**src/rtl/fifo_rd_ctrl.sv**
```systemverilog
// ---------------------------------------------------------------------------
// fifo_rd_ctrl
// Read-side controller of a dual-clock FIFO. Everything here runs on the
// read clock. The block owns the read pointer, brings the write pointer in
// through a Gray-code synchroniser, and derives the empty flag and the word
// count. It also registers read data from the shared dual-port memory.
//
// Ports
//   i_rdClk      read clock, the only clock
//   i_rst        asynchronous active-low reset
//   i_rdEn       read request
//   o_dout       registered read data
//   o_rdValid    o_dout holds the word accepted on the previous edge
//   o_fifoEmpty  registered empty flag
//   o_underflow  one-cycle pulse: read requested while empty
//   o_rdCount    words available (read-domain view, may lag writes)
//   i_wrPtrGray  Gray write pointer from the write domain (asynchronous)
//   o_rdPtrGray  registered Gray read pointer to the write domain
//   o_memRdAddr  memory read address
//   i_memRdData  memory read data (asynchronous read of o_memRdAddr)
// ---------------------------------------------------------------------------
module fifo_rd_ctrl #(
  parameter int DATA_W      = 8,
  parameter int ADDR_W      = 4,
  parameter int SYNC_STAGES = 2
) (
  input  logic              i_rdClk,
  input  logic              i_rst,
  input  logic              i_rdEn,
  output logic [DATA_W-1:0] o_dout,
  output logic              o_rdValid,
  output logic              o_fifoEmpty,
  output logic              o_underflow,
  output logic [ADDR_W:0]   o_rdCount,
  input  logic [ADDR_W:0]   i_wrPtrGray,
  output logic [ADDR_W:0]   o_rdPtrGray,
  output logic [ADDR_W-1:0] o_memRdAddr,
  input  logic [DATA_W-1:0] i_memRdData
);

  localparam int PTR_W = ADDR_W + 1;

  function automatic logic [PTR_W-1:0] bin2gray(input logic [PTR_W-1:0] b);
    return b ^ (b >> 1);
  endfunction

  function automatic logic [PTR_W-1:0] gray2bin(input logic [PTR_W-1:0] g);
    logic [PTR_W-1:0] b;
    b[PTR_W-1] = g[PTR_W-1];
    for (int i = PTR_W - 2; i >= 0; i--) begin
      b[i] = b[i+1] ^ g[i];
    end
    return b;
  endfunction

  logic [PTR_W-1:0]  r_wr_sync [SYNC_STAGES];
  logic [PTR_W-1:0]  r_rd_ptr_bin;
  logic [PTR_W-1:0]  r_rd_ptr_gray;
  logic              r_empty;
  logic [PTR_W-1:0]  r_count;
  logic [DATA_W-1:0] r_dout;
  logic              r_valid;
  logic              r_underflow;

  logic              w_rd_acc;
  logic [PTR_W-1:0]  w_wr_gray_sync;
  logic [PTR_W-1:0]  w_wr_bin_sync;
  logic [PTR_W-1:0]  w_rd_ptr_bin_nxt;
  logic [PTR_W-1:0]  w_rd_ptr_gray_nxt;

  // The registered empty flag gates acceptance; no same-cycle bypass.
  assign w_rd_acc          = i_rdEn & ~r_empty;
  assign w_wr_gray_sync    = r_wr_sync[SYNC_STAGES-1];
  assign w_wr_bin_sync     = gray2bin(w_wr_gray_sync);
  assign w_rd_ptr_bin_nxt  = r_rd_ptr_bin + {{(PTR_W-1){1'b0}}, w_rd_acc};
  assign w_rd_ptr_gray_nxt = bin2gray(w_rd_ptr_bin_nxt);

  // Write-pointer synchroniser. Only Gray values cross, so at most one bit
  // is in flight and a metastable sample resolves to an adjacent pointer.
  always_ff @(posedge i_rdClk or negedge i_rst) begin
    if (!i_rst) begin
      for (int i = 0; i < SYNC_STAGES; i++) begin
        r_wr_sync[i] <= '0;
      end
    end else begin
      r_wr_sync[0] <= i_wrPtrGray;
      for (int i = 1; i < SYNC_STAGES; i++) begin
        r_wr_sync[i] <= r_wr_sync[i-1];
      end
    end
  end

  // Pointer and status. Empty and count look at the post-read pointer, so
  // the edge that consumes the last word also raises empty.
  always_ff @(posedge i_rdClk or negedge i_rst) begin
    if (!i_rst) begin
      r_rd_ptr_bin  <= '0;
      r_rd_ptr_gray <= '0;
      r_empty       <= 1'b1;
      r_count       <= '0;
      r_underflow   <= 1'b0;
    end else begin
      r_rd_ptr_bin  <= w_rd_ptr_bin_nxt;
      r_rd_ptr_gray <= w_rd_ptr_gray_nxt;
      r_empty       <= (w_rd_ptr_gray_nxt == w_wr_gray_sync);
      r_count       <= w_wr_bin_sync - w_rd_ptr_bin_nxt;
      r_underflow   <= i_rdEn & r_empty;
    end
  end

  // Read data register: captures only on an accepted read, holds otherwise.
  always_ff @(posedge i_rdClk or negedge i_rst) begin
    if (!i_rst) begin
      r_dout  <= '0;
      r_valid <= 1'b0;
    end else begin
      r_valid <= w_rd_acc;
      if (w_rd_acc) begin
        r_dout <= i_memRdData;
      end
    end
  end

  assign o_dout      = r_dout;
  assign o_rdValid   = r_valid;
  assign o_fifoEmpty = r_empty;
  assign o_underflow = r_underflow;
  assign o_rdCount   = r_count;
  assign o_rdPtrGray = r_rd_ptr_gray;
  assign o_memRdAddr = r_rd_ptr_bin[ADDR_W-1:0];

endmodule

```
**config.mk**
```make
export PLATFORM = sky130hd
export DESIGN_NAME = fifo_rd_ctrl
export DESIGN_NICKNAME = d
export VERILOG_FILES = /design/src/rtl/fifo_rd_ctrl.sv
export SDC_FILE = /design/constraint.sdc
export NUM_CORES = 1
export LEC_CHECK = 0
export CORE_UTILIZATION = 42
export DETAILED_ROUTE_END_ITERATION = 8
export GPL_ROUTABILITY_DRIVEN = 1
export PLACE_DENSITY = 0.77
export SLEW_MARGIN = 20
export SYNTH_ARGS = -nofsm -noshare
export SYNTH_HDL_FRONTEND = slang
export SYNTH_SLANG_ARGS = --single-unit
```
**constraint.sdc**
```tcl
create_clock -name i_rdClk -period 2.9 [get_ports i_rdClk]
set_input_delay 0.435 -clock i_rdClk [delete_from_list [all_inputs] [get_ports i_rdClk]]
set_output_delay 0.435 -clock i_rdClk [all_outputs]
set_load 0.02 [all_outputs]
```
* After elaboration in Yosys (flattened, before gate mapping)
Cells that the tools add are included.
** Storage, ports and cells
- Output and inout bits :: 25
- Register bits after elaboration :: 36
- Word-level logic and storage cells :: 20
** Cells by class
- Add/sub/neg operators :: 2
- Bitwise gates (word level) :: 8
- Equality and inequality tests :: 1
** Operator list (number)
- $add 5x1->5 :: 1
- $eq 5x5->1 :: 1
- $sub 5x5->5 :: 1
- $xor 5x4->5 :: 1
- $xor 1x1->1 :: 4
- $and 1x1->1 :: 2
- $not 1->1 :: 1

* Longest topological paths before layout
- Depth in word-level cells :: 5
- Mapped depth :: 10
- Depth with buffers taken out :: 10

* Least setup slack after synthesis
OpenSTA, ideal clock, no wires.
- Path type :: reg-to-reg
- From :: register r_empty, in the netlist o_fifoEmpty
- To :: register r_count[4], in the netlist o_rdCount[4]
- Cell stages (with the launch flop) :: 11
- Library setup time :: 123 ps
- Path slack :: 14 ps
- Data arrival time :: 2763 ps
- Period minus slack after synthesis :: 2886 ps
- Buffers on the path :: 1
- Cell sequence :: dfstp_2 -> nand2b_1 -> clkbuf_1 -> inv_1 -> ha_1 -> ha_1 -> xnor2_1 -> ha_1 -> a21oi_1 -> maj3_1 -> xnor2_1
** On the way
- Longest elaborated chain between the ends :: 4
** RTL lines
- from (decl) :: line 59 : logic r_empty;
- from (signal assigned) :: line 105 : r_empty <= (w_rd_ptr_gray_nxt == w_wr_gray_sync);
- $not 1->1 :: line 72 : assign w_rd_acc = i_rdEn & ~r_empty;
- $and 1x1->1 :: line 72
- net w_rd_acc :: line 65 : logic w_rd_acc;
- $add 5x1->5 :: line 75 : assign w_rd_ptr_bin_nxt = r_rd_ptr_bin + {{(PTR_W-1){1'b0}}, w_rd_acc};
- $sub 5x5->5 :: line 106 : r_count <= w_wr_bin_sync - w_rd_ptr_bin_nxt;
- to (signal assigned) :: line 106
- to (decl) :: line 60 : logic [PTR_W-1:0] r_count;
The timed path passes the listed nets, and every way through them passes these cells.
A chain may end at the register's enable or synchronous reset.

* Final worst setup path
- From :: register r_wr_sync, in the netlist w_wr_gray_sync[4]
- To :: register r_count[4], in the netlist o_rdCount[4]
** On the way
- Longest elaborated chain between the ends :: 5
** RTL lines
- from (decl) :: line 56 : logic [PTR_W-1:0] r_wr_sync [SYNC_STAGES];
- from (signal, indexed assignment) :: line 88 : r_wr_sync[i] <= r_wr_sync[i-1];
- $xor 1x1->1 (4 in series) :: line 51 : b[i] = b[i+1] ^ g[i];
- $sub 5x5->5 (*) :: line 106
Every way passes the cells marked *; elsewhere a longest branch is shown, timed or not.

==> results.yml <==
outcome:
  status: "finished, final reports clean"
sta:
  hold_viol_final: 0
  setup_viol: 0
  holdWs_ns: 0.354
  clock.fmax_mhz: 385
  final-max-slew-violation-count: 0
  skew_ns: 0.00749
  relSlewSlack: 0.700
  min_period_ns: 2.60
  tightest_slew_ns: 0.447
  rsz0062_at_grt: "no"
  period_share: 0.897
  setup_tns_ns: 0
flow_run:
  cap_viol_max_count: 0
routing:
  drt_iter0_drc: 18
  drc: 0
  wl_met1_um: 962
  dr_wl_met2_um: 1370
  wl_um: 2510
  ant_nets: 0
  wl_met3_um: 128
  top_layer: "met4"
  vias_per_cell: 4.60
  wl_per_cell_um: 13.0
  firstDrtPassIters: 2
  num_vias: 887
finish:
  fin_cells: 193
  area_growth_pct: 39.3
  nets: 170
  drive_above_1_share: 0.161
  antenna_cells: 0
  final_area_um2: 1990
  fillers: 265
cts:
  cts_tree: "done"
  clockRootBuffer: "clkbuf_4"
  clk_pin_slew_ns: 0.10
  h-tree-depth: 2
  cts_max_path_buffers: 2
  post_cts_resized: 0
  cts_hold_buffers: 0
  cts_inserted_buffers: 5
  clkLatencyLatePin_ns: 0.33
  clock_sinks: 35
  post_cts_buffers: 0
worst_hold_path:
  hold_path_class: "reg -> reg"
  hold_end: "w_wr_gray_sync[1]"
  hold_depth: 0
  min_from: "r_wr_sync[6]"
global_routing:
  overflow: 0
  grt_pass1_vias: 871
  antenna_found_initial: 0
  grt_max_degree: 36
  grt_pass1_wl_um: 3980
  grtUsageTotal: 0.161
critical_path:
  regToRegEndpoint: "o_rdCount[4]"
  end_kind: "flop"
  crit_type: "reg -> reg"
  max_stage_delay_ns: 0.43
  path_cells: "xnor2_2 > xnor2_1 > xor2_1 > xnor2_1 > ha_1 > inv_1 > fa_1 > a21oi_1 > maj3_1 > xnor2_1"
  cp_data_arrival_time_ns: 2.86
  cpLargestDelayFamily: "XOR/XNOR gates"
  cp_num_buf_inv: 1
  cp_max_fo: 3
  crit_slowest_cell: "dfrtp_1"
  required_ns: 3.16
  critical_path.startpoint_type: "flop"
  r2r_slack_ns: 0.30
  reg2reg_depth: 10
  r2r-start: "w_wr_gray_sync[4]"
  crit_top_cell: "xnor2_1"
power_and_ir_drop:
  finalPower_mw: 2.20
  leakagePower_nw: 0.873
  powerDensity_nw_per_um2: 1110
  vdd_drop_max_mv: 0.447
placement:
  postPlaceCellArea_um2: 1920
  placed_cells: 185
  place_hpwl_um: 1980
  portBuffers: 40
  gp_congestion: 0.768
logic_synthesis:
  synthArstFlopShare: 1.00
  synth-edff-count: 0
  syn_area_um2: 1430
  ys_seq_area_frac: 0.613
  avgSynthCellArea_um2: 14.6
  syn_nets: 120
  netlist_top_cells_count: "34 x dfrtp_1, 12 x xnor2_1, 8 x mux2_2"
  yosysMostFrequentCell: "dfrtp_1"
  ys_types: 27
  ys_top_cells_by_area: "dfrtp_1 59%, xnor2_1 7.3%, mux2_2 6.3%, ha_1 4.4%, xor2_1 4.3%"
  synth_warnings: 0
  synth_cells: 98
  synth_flop_cell: "dfrtp_1"
  synth_top_area_frac: 0.595
  synth_top_area_cell: "dfrtp_1"
  ys_ff_latch: 35
floorplanning:
  rows: 20
  die-area_um2: 3640
  core-area_um2: 3150
  die_x_um: 60.4
  die_y_um: 60.4
  ios: 41
  start_util: 0.454
sequential cells by signal, indices dropped and copies added, names as in the netlist:
signal          flops
o_dout              8
o_fifoEmpty         1
o_rdCount           5
o_rdPtrGray         4
o_rdValid           1
o_underflow         1
r_rd_ptr_bin        5
r_wr_sync           5
w_wr_gray_sync      5
layout make-up:
cell class / instances / area [um2] / share of cell area
Multi-Input combinational cell: 56 / 534 / 0.268
Sequential cell: 35 / 877 / 0.440
Clock buffer: 8 / 68.8 / 0.0345
Timing Repair Buffer: 45 / 438 / 0.220
Inverter: 5 / 18.8 / 0.00942
Tap cell: 44 / 55.1 / 0.0276
kinds of logic (layout without fill, tap and decap cells):
logic type | count (synthesis) | count (layout) | share of synthesized area
xor+xnor | 21 | 21 | 0.150
compound gates | 9 | 9 | 0.0446
simple gates | 10 | 10 | 0.0394
buf+inv | 7 | 58 | 0.0184
flops | 35 | 35 | 0.613
mux | 9 | 9 | 0.0700
fa+ha+maj | 7 | 7 | 0.0647
how the worst max path moves through the flow:
stage,start,endpoint,slack (ns),cells after the start
5_1_grt,w_wr_gray_sync[4],o_rdCount[4],0.12,10
3_3_place_gp,i_rdEn,o_rdCount[4],0.23,10
2_1_floorplan,o_fifoEmpty,o_rdCount[4],0.01,10
3_5_place_dp,i_rdEn,o_rdCount[4],0.1,10
6_report,w_wr_gray_sync[4],o_rdCount[4],0.30,10
4_1_cts,w_wr_gray_sync[4],o_rdCount[4],0.16,10
power by group:
part,internal [mW],total [mW],switching (mW)
registers,0.647,0.745,0.0979
logic,0.601,1.16,0.564
clock network,0.143,0.292,0.149
placed cells by master, fill, tap and decap left out, types with 2 or more instances in the layout:
master	netlist	layout
a21boi_0	2	2
a21oi_1	2	2
and2_1	2	2
buf_4	0	5
clkbuf_4	0	5
clkbuf_8	0	2
clkdlybuf4s50_1	0	40
dfrtp_1	34	34
ha_1	5	5
inv_1	5	5
mux2_2	8	8
nand3_1	2	2
nor2_1	2	2
xnor2_1	12	11
xor2_1	7	7
per-layer routing:
metal	GRT usage	up-vias
met5	0	-
met1	0.161	429
met4	0.0797	0
met2	0.289	26
li1	-	426
met3	0.0661	6
per-stage QoR:
step	utilization	setup WS, ns
after floorplan	-	0.0139
after global placement	0.608	0.226
after detailed placement	0.608	0.0985
after CTS	0.629	0.159
after global routing	0.632	0.124
final	0.632	0.299
No activity file was read; power rests on OpenSTA's default activity.
